===== src/rtl/lfsr_pkg.sv =====
// Shared types and constants for the LFSR decryption controller and its datapath.
package lfsr_pkg;

  localparam int unsigned NUM_TAPS = 6;

  // Feedback tap patterns of the six parallel LFSRs, indexed by tap_sel.
  localparam logic [5:0] TAPS [NUM_TAPS] = '{6'h21, 6'h2D, 6'h30, 6'h33, 6'h36, 6'h39};

  localparam logic [7:0] PAD_DEFAULT = 8'h5F;

  typedef enum logic [2:0] {
    StIdle,
    StLoad,
    StStep,
    StTrain,
    StDecide,
    StDecrypt,
    StDone,
    StErr
  } ctrl_state_t;

endpackage


===== src/rtl/lfsr_decrypt_ctrl_if.sv =====
// Memory and LFSR-bank bus between the decrypt controller (master) and its datapath (slave).
interface lfsr_decrypt_ctrl_if;
  import lfsr_pkg::*;

  logic [7:0]                raddr;
  logic [7:0]                waddr;
  logic                      wr_en;
  logic [7:0]                data_in;
  logic [7:0]                data_out;
  logic                      lfsr_load;
  logic                      lfsr_en;
  logic [5:0]                lfsr_start;
  logic [NUM_TAPS-1:0][5:0]  lfsr_state;

  modport master (
    output raddr, waddr, wr_en, data_in, lfsr_load, lfsr_en, lfsr_start,
    input  data_out, lfsr_state
  );

  modport slave (
    input  raddr, waddr, wr_en, data_in, lfsr_load, lfsr_en, lfsr_start,
    output data_out, lfsr_state
  );

endinterface


===== src/rtl/lfsr_decrypt_ctrl_tap_onehot_enc.sv =====
// Encodes the surviving-tap mask to a binary index and flags whether exactly one bit is set.
module tap_onehot_enc
  import lfsr_pkg::*;
(
  input  logic [NUM_TAPS-1:0] mask,
  output logic [2:0]          idx,
  output logic                onehot
);

  always_comb begin
    idx = '0;
    for (int k = 0; k < NUM_TAPS; k++) begin
      if (mask[k]) idx = 3'(k);
    end
    // Clearing the lowest set bit leaves zero only for a single-bit mask.
    onehot = (mask != '0) && ((mask & (mask - NUM_TAPS'(1))) == '0);
  end

endmodule


===== src/rtl/lfsr_decrypt_ctrl.sv =====
// Sequencer for LFSR decryption: seed, train to find the tap pattern, then decrypt the message.
// Optional STRIP_LEADING_PAD_EN drops leading PAD symbols from the written plaintext.
module lfsr_decrypt_ctrl
  import lfsr_pkg::*;
#(
  parameter logic [7:0]  RD_BASE = 8'd64,
  parameter logic [7:0]  WR_BASE = 8'd0,
  parameter int unsigned PRE_LEN = 7,
  parameter int unsigned MSG_LEN = 64,
  parameter logic [7:0]  PAD     = PAD_DEFAULT
) (
  input  logic                clk,
  input  logic                init,
  input  logic                start,
  output logic                done,
  output logic                err,
  output logic [2:0]          tap_sel,
  lfsr_decrypt_ctrl_if.master bus
);

  localparam logic [7:0] PreLast = 8'(PRE_LEN - 1);
  localparam logic [7:0] MsgLast = 8'(MSG_LEN - 1);

  ctrl_state_t         state_q, state_d;
  logic [NUM_TAPS-1:0] mask_q, mask_d;
  logic [5:0]          seed_q, seed_d;
  logic [7:0]          i_q, i_d;
  logic [7:0]          wcnt_q, wcnt_d;
  logic                err_q, err_d;
  logic [2:0]          tap_sel_q, tap_sel_d;
`ifdef STRIP_LEADING_PAD_EN
  logic                seen_q, seen_d;
`endif

  logic [2:0]          enc_idx;
  logic                enc_onehot;
  logic [5:0]          plain;
  logic [5:0]          key;
  logic [7:0]          dec;

  tap_onehot_enc u_enc (
    .mask   (mask_q),
    .idx    (enc_idx),
    .onehot (enc_onehot)
  );

  assign err     = err_q;
  assign tap_sel = tap_sel_q;

  always_comb begin
    state_d       = state_q;
    mask_d        = mask_q;
    seed_d        = seed_q;
    i_d           = i_q;
    wcnt_d        = wcnt_q;
    err_d         = err_q;
    tap_sel_d     = tap_sel_q;
`ifdef STRIP_LEADING_PAD_EN
    seen_d        = seen_q;
`endif
    done          = 1'b0;
    bus.raddr     = RD_BASE;
    bus.waddr     = WR_BASE + wcnt_q;
    bus.wr_en     = 1'b0;
    bus.data_in   = '0;
    bus.lfsr_load = 1'b0;
    bus.lfsr_en   = 1'b0;
    bus.lfsr_start = '0;

    // Preamble plaintext is PAD, so this is the keystream symbol for the current read.
    plain = bus.data_out[5:0] ^ PAD[5:0];
    key   = '0;
    for (int k = 0; k < NUM_TAPS; k++) begin
      if (tap_sel_q == 3'(k)) key = bus.lfsr_state[k];
    end
    dec = bus.data_out ^ {2'b00, key};

    unique case (state_q)
      StIdle: begin
        if (start) begin
          err_d   = 1'b0;
          state_d = StLoad;
        end
      end
      StLoad: begin
        bus.lfsr_load  = 1'b1;
        bus.lfsr_start = plain;
        seed_d         = plain;
        mask_d         = '1;
        wcnt_d         = '0;
        state_d        = StStep;
      end
      StStep: begin
        bus.lfsr_en = 1'b1;
        i_d         = 8'd1;
        state_d     = StTrain;
      end
      StTrain: begin
        bus.raddr = RD_BASE + i_q;
        for (int k = 0; k < NUM_TAPS; k++) begin
          mask_d[k] = mask_q[k] & (bus.lfsr_state[k] == plain);
        end
        bus.lfsr_en = 1'b1;
        i_d         = i_q + 8'd1;
        if (i_q == PreLast) state_d = StDecide;
      end
      StDecide: begin
        bus.lfsr_load  = 1'b1;
        bus.lfsr_start = seed_q;
        if (enc_onehot) begin
          tap_sel_d = enc_idx;
          i_d       = '0;
          wcnt_d    = '0;
`ifdef STRIP_LEADING_PAD_EN
          seen_d    = 1'b0;
`endif
          state_d   = StDecrypt;
        end else begin
          err_d   = 1'b1;
          state_d = StErr;
        end
      end
      StDecrypt: begin
        bus.raddr   = RD_BASE + i_q;
        bus.data_in = dec;
`ifdef STRIP_LEADING_PAD_EN
        if (seen_q || (dec != PAD)) begin
          bus.wr_en = 1'b1;
          wcnt_d    = wcnt_q + 8'd1;
          seen_d    = 1'b1;
        end
`else
        bus.wr_en = 1'b1;
        wcnt_d    = wcnt_q + 8'd1;
`endif
        bus.lfsr_en = 1'b1;
        i_d         = i_q + 8'd1;
        if (i_q == MsgLast) state_d = StDone;
      end
      StDone: begin
        done    = 1'b1;
        state_d = StIdle;
      end
      StErr: begin
        done    = 1'b1;
        state_d = StIdle;
      end
      default: state_d = StIdle;
    endcase
  end

  always_ff @(posedge clk or posedge init) begin
    if (init) begin
      state_q   <= StIdle;
      mask_q    <= '0;
      seed_q    <= '0;
      i_q       <= '0;
      wcnt_q    <= '0;
      err_q     <= 1'b0;
      tap_sel_q <= '0;
`ifdef STRIP_LEADING_PAD_EN
      seen_q    <= 1'b0;
`endif
    end else begin
      state_q   <= state_d;
      mask_q    <= mask_d;
      seed_q    <= seed_d;
      i_q       <= i_d;
      wcnt_q    <= wcnt_d;
      err_q     <= err_d;
      tap_sel_q <= tap_sel_d;
`ifdef STRIP_LEADING_PAD_EN
      seen_q    <= seen_d;
`endif
    end
  end

endmodule


===== src/flat_wrapper.sv =====
// flat-port wrapper written by rule: the top's interface ports become plain ports
module lfsr_decrypt_ctrl_flat import lfsr_pkg::*;
#(
  parameter logic [7:0]  RD_BASE = 8'd64,
  parameter logic [7:0]  WR_BASE = 8'd0,
  parameter int unsigned PRE_LEN = 7,
  parameter int unsigned MSG_LEN = 64,
  parameter logic [7:0]  PAD     = PAD_DEFAULT
)
  (clk, init, start, done, err, tap_sel, bus_raddr, bus_waddr, bus_wr_en, bus_data_in, bus_lfsr_load, bus_lfsr_en, bus_lfsr_start, bus_data_out, bus_lfsr_state);
  lfsr_decrypt_ctrl_if bus_i ();
  input  logic clk;
  input  logic init;
  input  logic start;
  output logic done;
  output logic err;
  output logic [2:0] tap_sel;
  output wire logic [$bits(bus_i.raddr)-1:0] bus_raddr;
  output wire logic [$bits(bus_i.waddr)-1:0] bus_waddr;
  output wire logic [$bits(bus_i.wr_en)-1:0] bus_wr_en;
  output wire logic [$bits(bus_i.data_in)-1:0] bus_data_in;
  output wire logic [$bits(bus_i.lfsr_load)-1:0] bus_lfsr_load;
  output wire logic [$bits(bus_i.lfsr_en)-1:0] bus_lfsr_en;
  output wire logic [$bits(bus_i.lfsr_start)-1:0] bus_lfsr_start;
  input wire logic [$bits(bus_i.data_out)-1:0] bus_data_out;
  input wire logic [$bits(bus_i.lfsr_state)-1:0] bus_lfsr_state;
  assign bus_raddr = bus_i.raddr;
  assign bus_waddr = bus_i.waddr;
  assign bus_wr_en = bus_i.wr_en;
  assign bus_data_in = bus_i.data_in;
  assign bus_lfsr_load = bus_i.lfsr_load;
  assign bus_lfsr_en = bus_i.lfsr_en;
  assign bus_lfsr_start = bus_i.lfsr_start;
  assign bus_i.data_out = bus_data_out;
  assign bus_i.lfsr_state = bus_lfsr_state;
  lfsr_decrypt_ctrl #(.RD_BASE(RD_BASE), .WR_BASE(WR_BASE), .PRE_LEN(PRE_LEN), .MSG_LEN(MSG_LEN), .PAD(PAD)) u_core (.clk(clk), .init(init), .start(start), .done(done), .err(err), .tap_sel(tap_sel), .bus(bus_i));
endmodule

===== config.mk =====
export PLATFORM = sky130hd
export DESIGN_NAME = lfsr_decrypt_ctrl_flat
export DESIGN_NICKNAME = d
export VERILOG_FILES = /design/src/rtl/lfsr_pkg.sv /design/src/rtl/lfsr_decrypt_ctrl_if.sv /design/src/rtl/lfsr_decrypt_ctrl_tap_onehot_enc.sv /design/src/rtl/lfsr_decrypt_ctrl.sv /design/src/flat_wrapper.sv
export SDC_FILE = /design/constraint.sdc
export NUM_CORES = 1
export LEC_CHECK = 0
export BUFFER_PORTS_ARGS = -buffer_cell sky130_fd_sc_hd__buf_2
export CAP_MARGIN = 20
export CORE_MARGIN = 2
export CORE_UTILIZATION = 48
export CTS_CLUSTER_SIZE = 16
export DETAILED_ROUTE_END_ITERATION = 6
export PLACE_DENSITY = 0.78
export SETUP_SLACK_MARGIN = 0.15
export SLEW_MARGIN = 30
export SYNTH_ARGS = -nofsm -noshare
export SYNTH_HDL_FRONTEND = slang
export SYNTH_SLANG_ARGS = --single-unit

===== constraint.sdc =====
create_clock -name clk -period 1.75 [get_ports clk]
set_input_delay 0.2625 -clock clk [delete_from_list [all_inputs] [get_ports clk]]
set_output_delay 0.2625 -clock clk [all_outputs]
set_load 0.005 [all_outputs]

==> impl_metrics.env <==
export IMPL_yosys_area_top_type="dfrtp_1"
export IMPL_max_stage_delay_ns=0.51
export IMPL_finalWirelength_um=10360
export IMPL_grt_pass1_vias=3156
export IMPL_via_per_inst=6.094
export IMPL_syn_area_um2=2943
export IMPL_die_x_um=82.30
export IMPL_antenna_found_initial=0
export IMPL_htreeDepth=2
export IMPL_cts_clk_slew_worst_paths_ns=0.08
export IMPL_cap_violations=0
export IMPL_hpwl_um=6164
export IMPL_finalHoldViolCount=0
export IMPL_fin_skew_ns=0.005775
export IMPL_core_area_um2=5921
export IMPL_routed_via_count=3364
export IMPL_vdd_ir_drop_max_mv=1.035
export IMPL_p_seq_frac=0.243
export IMPL_min_period_over_period=1.176
export IMPL_layout_area_overhead_vs_synth_pct=46.64
export IMPL_critPathLaunchType="flop"
export IMPL_rsz0062_at_grt="true"
export IMPL_p_leak_nw=2.047
export IMPL_wl_per_cell_um=18.76
export IMPL_setup_ws_ns=-0.3075
export IMPL_fmax_ghz=0.4860
export IMPL_clkLatencyLatePin_ns=0.29
export IMPL_tns_ns=-2.249
export IMPL_place_ws_ns=-0.2118
export IMPL_nNetsFinal=527
export IMPL_status="complete, but fails checks"
export IMPL_crit_slowest_cell="mux4_2"
export IMPL_rows=28
export IMPL_overflow=0
export IMPL_crit_chain="buf_6, mux4_2, inv_2, o22ai_1, xnor2_1, nor2_1, buf_2"
export IMPL_violations="negative setup slack"
export IMPL_synth_edff_count=0
export IMPL_hold_path_class="input pin to async pin"
export IMPL_insertedDiodeCount=0
export IMPL_drc=0
export IMPL_yosysTopAreaCellShare=0.2976
export IMPL_fp_dieH_um=82.30
export IMPL_crit_fanout=5
export IMPL_synth_area_leaders="dfrtp_1 (30%), xnor2_1 (6.8%), xor2_1 (6.8%)"
export IMPL_fin_crit_ns=2.058
export IMPL_ys_ff_latch=35
export IMPL_final_antenna_net_count=0
export IMPL_synth_cells=349
export IMPL_worstSetupEndpointType="output port"
export IMPL_p_sw_frac=0.4126
export IMPL_initial_utilization=0.4970
export IMPL_stdcell_count=552
export IMPL_synth_ff_type="dfrtp_1"
export IMPL_cts_sinks=35
export IMPL_worstSetupPathType="flop to output port"
export IMPL_drive_gt1_frac=0.4948
export IMPL_r2r_start="u_core.mask_q[3]"
export IMPL_clockPowerShare=0.129
export IMPL_grt_max_degree=36
export IMPL_cts_buffer_depth=2
export IMPL_slew_violations=0
export IMPL_postSynthAreaPerCell_um2=8.432
export IMPL_drt_initial_drc_count=242
export IMPL_switchingPower_mw=2.171
export IMPL_rrSetupSlack_ns=-0.13
export IMPL_cts_root_buf="clkbuf_8"
export IMPL_portBuffers=84
export IMPL_max_slew_margin_rel=0.6835
export IMPL_routabilityCongestion=0.9380
export IMPL_grt_pass1_wl_um=15230
export IMPL_synth_cell_types=54
export IMPL_dr_pass1_iters=5
export IMPL_cts_tree="done"
export IMPL_cts_buffers=5
export IMPL_power_density_nw_per_um2=1220
export IMPL_dieArea_um2=6773
export IMPL_n_fill_cell=374
export IMPL_io_pins=85
export IMPL_setup_viol=15
export IMPL_synth_warnings=0
export IMPL_ys_async_sr_fraction=1.000
export IMPL_internal_power_mw=3.092
export IMPL_r2r_cells=6
export IMPL_synthesis_nets=400
export IMPL_p_comb_frac=0.629
export IMPL_worst_ep_required_time_ns=1.49
export IMPL_grt_use_total=0.2962
export IMPL_tightestPinTransition_ns=0.4748
export IMPL_dp_cells=513
export IMPL_crit_arrival_ns=1.80
export IMPL_r2r_end="u_core.wcnt_q[4]"
export IMPL_ys_seq_area_frac=0.2976
==> flip-flops by register name, summed over array words and instances (netlist names) <==
signal,count
u_core.tap_sel,3
u_core.err,1
u_core.state_q,3
u_core.seed_q,6
u_core.mask_q,6
u_core.i_q,8
u_core.wcnt_q,8
==> power groups by stage <==
stage | Clock [mW] | Combinational [mW] | Sequential [mW]
floorplan | 0 | 1.40 | 1.14
global placement | 0 | 2.02 | 1.24
detailed placement | 0 | 2.09 | 1.24
CTS | 0.663 | 2.79 | 1.24
global route | 0.702 | 3.53 | 1.29
finish | 0.677 | 3.31 | 1.28
==> cells by family (layout without fill, tap and decap cells) <==
family                     Yosys count  in the layout  share of synthesized area
and+or+nand+nor                    117            118                     0.2100
buffers and inverters               43            170                    0.05782
AOI/OAI and AO/OA                   85             85                     0.1845
xor gates and xnor gates            46             46                     0.1369
muxes                               19             19                    0.09609
adders and majority gates            4              4                    0.01701
DFF                                 35             35                     0.2976
==> worst max-delay path by stage <==
stage / start / endpoint / slack [ns] / cells past startpoint
finish: u_core.tap_sel[0] / bus_data_in[5] / -0.31 / 7
global route: u_core.tap_sel[0] / bus_data_in[2] / -0.38 / 7
CTS: u_core.tap_sel[0] / bus_data_in[0] / -0.30 / 7
detailed placement: u_core.tap_sel[0] / bus_data_in[5] / -0.21 / 6
global placement: u_core.tap_sel[0] / bus_data_in[5] / -0.16 / 6
floorplan: u_core.tap_sel[0] / bus_data_in[5] / -0.02 / 7
==> critical path, delay by kind of cell (launching register included) <==
family,cells,cell delay [ns]
compound gates,1,0.08
xor+xnor,1,0.14
buf+inv,3,0.30
flops,1,0.36
mux,1,0.51
simple gates,1,0.11
==> Yosys cell counts, drive strengths merged (6+ instances only) <==
cell	instances
a21oi	22
and2	9
buf	6
clkbuf	20
dfrtp	35
inv	17
mux2i	8
mux4	6
nand2	27
nand2b	9
nand4	6
nor2	24
nor2b	6
nor3	11
o21ai	27
o22ai	6
xnor2	23
xor2	23
==> final cells by class <==
| cell class | instances | area (um2) | area share |
|---|---|---|---|
| Multi-Input combinational cell | 272 | 2188 | 0.5071 |
| Inverter | 17 | 63.81 | 0.01479 |
| Clock buffer | 8 | 100.1 | 0.02320 |
| Tap cell | 75 | 93.84 | 0.02175 |
| Timing Repair Buffer | 145 | 982.2 | 0.2276 |
| Sequential cell | 35 | 887.1 | 0.2056 |
==> through the flow <==
stage | cell area, um2 | power (mW) | util | hold WS (ns)
floorplan | 2983 | 2.538 | - | 0.4168
global placement | 3606 | 3.260 | 0.6090 | 0.3888
detailed placement | 3606 | 3.339 | 0.6090 | 0.3905
CTS | 4120 | 4.693 | 0.6959 | 0.08156
global route | 4315 | 5.527 | 0.7289 | 0.1003
finish | 4315 | 5.263 | 0.7289 | 0.06260
==> cells in the final DEF (no fill, tap or decap), types with 4 or more instances in the layout <==
cell type,Yosys,layout
a21oi_1,22,9
clkbuf_8,0,7
o22ai_1,6,6
nand4_1,6,6
xnor2_1,23,22
buf_6,0,21
inv_1,17,12
nor2_1,24,18
buf_4,2,46
buf_2,1,77
nor3_1,11,10
xor2_1,23,22
nand3_1,4,4
o21ai_1,2,5
and2_4,0,7
o21ai_0,25,20
nor2_4,0,4
mux4_2,6,6
mux2i_1,8,8
or3_1,4,4
a21oi_2,0,12
dfrtp_1,35,26
nor2b_1,6,4
inv_2,0,5
dfrtp_2,0,9
nand2_1,27,25
nand2b_1,9,6
==> per-layer routing <==
metal / vias to the layer above / wire (um) / share of wire / track usage
met1: 1604 / 3753 / 0.36 / 0.3434
met5: - / 0 / 0 / 0
met4: 0 / 491 / 0.047 / 0.1433
li1: 1488 / - / - / -
met3: 54 / 822 / 0.079 / 0.04891
met2: 218 / 5287 / 0.51 / 0.5266
==> what timing repair did <==
item | 4_1_cts | 5_1_grt
endpoints found under the setup margin | 44 | 48
gates resized for setup | 70 | 39
pin swaps | 31 | 13
setup buffers | 21 | 7
gates cloned | 3 | 0
hold buffers | 0 | 0
Note: power is estimated with default switching activity, not from simulation.
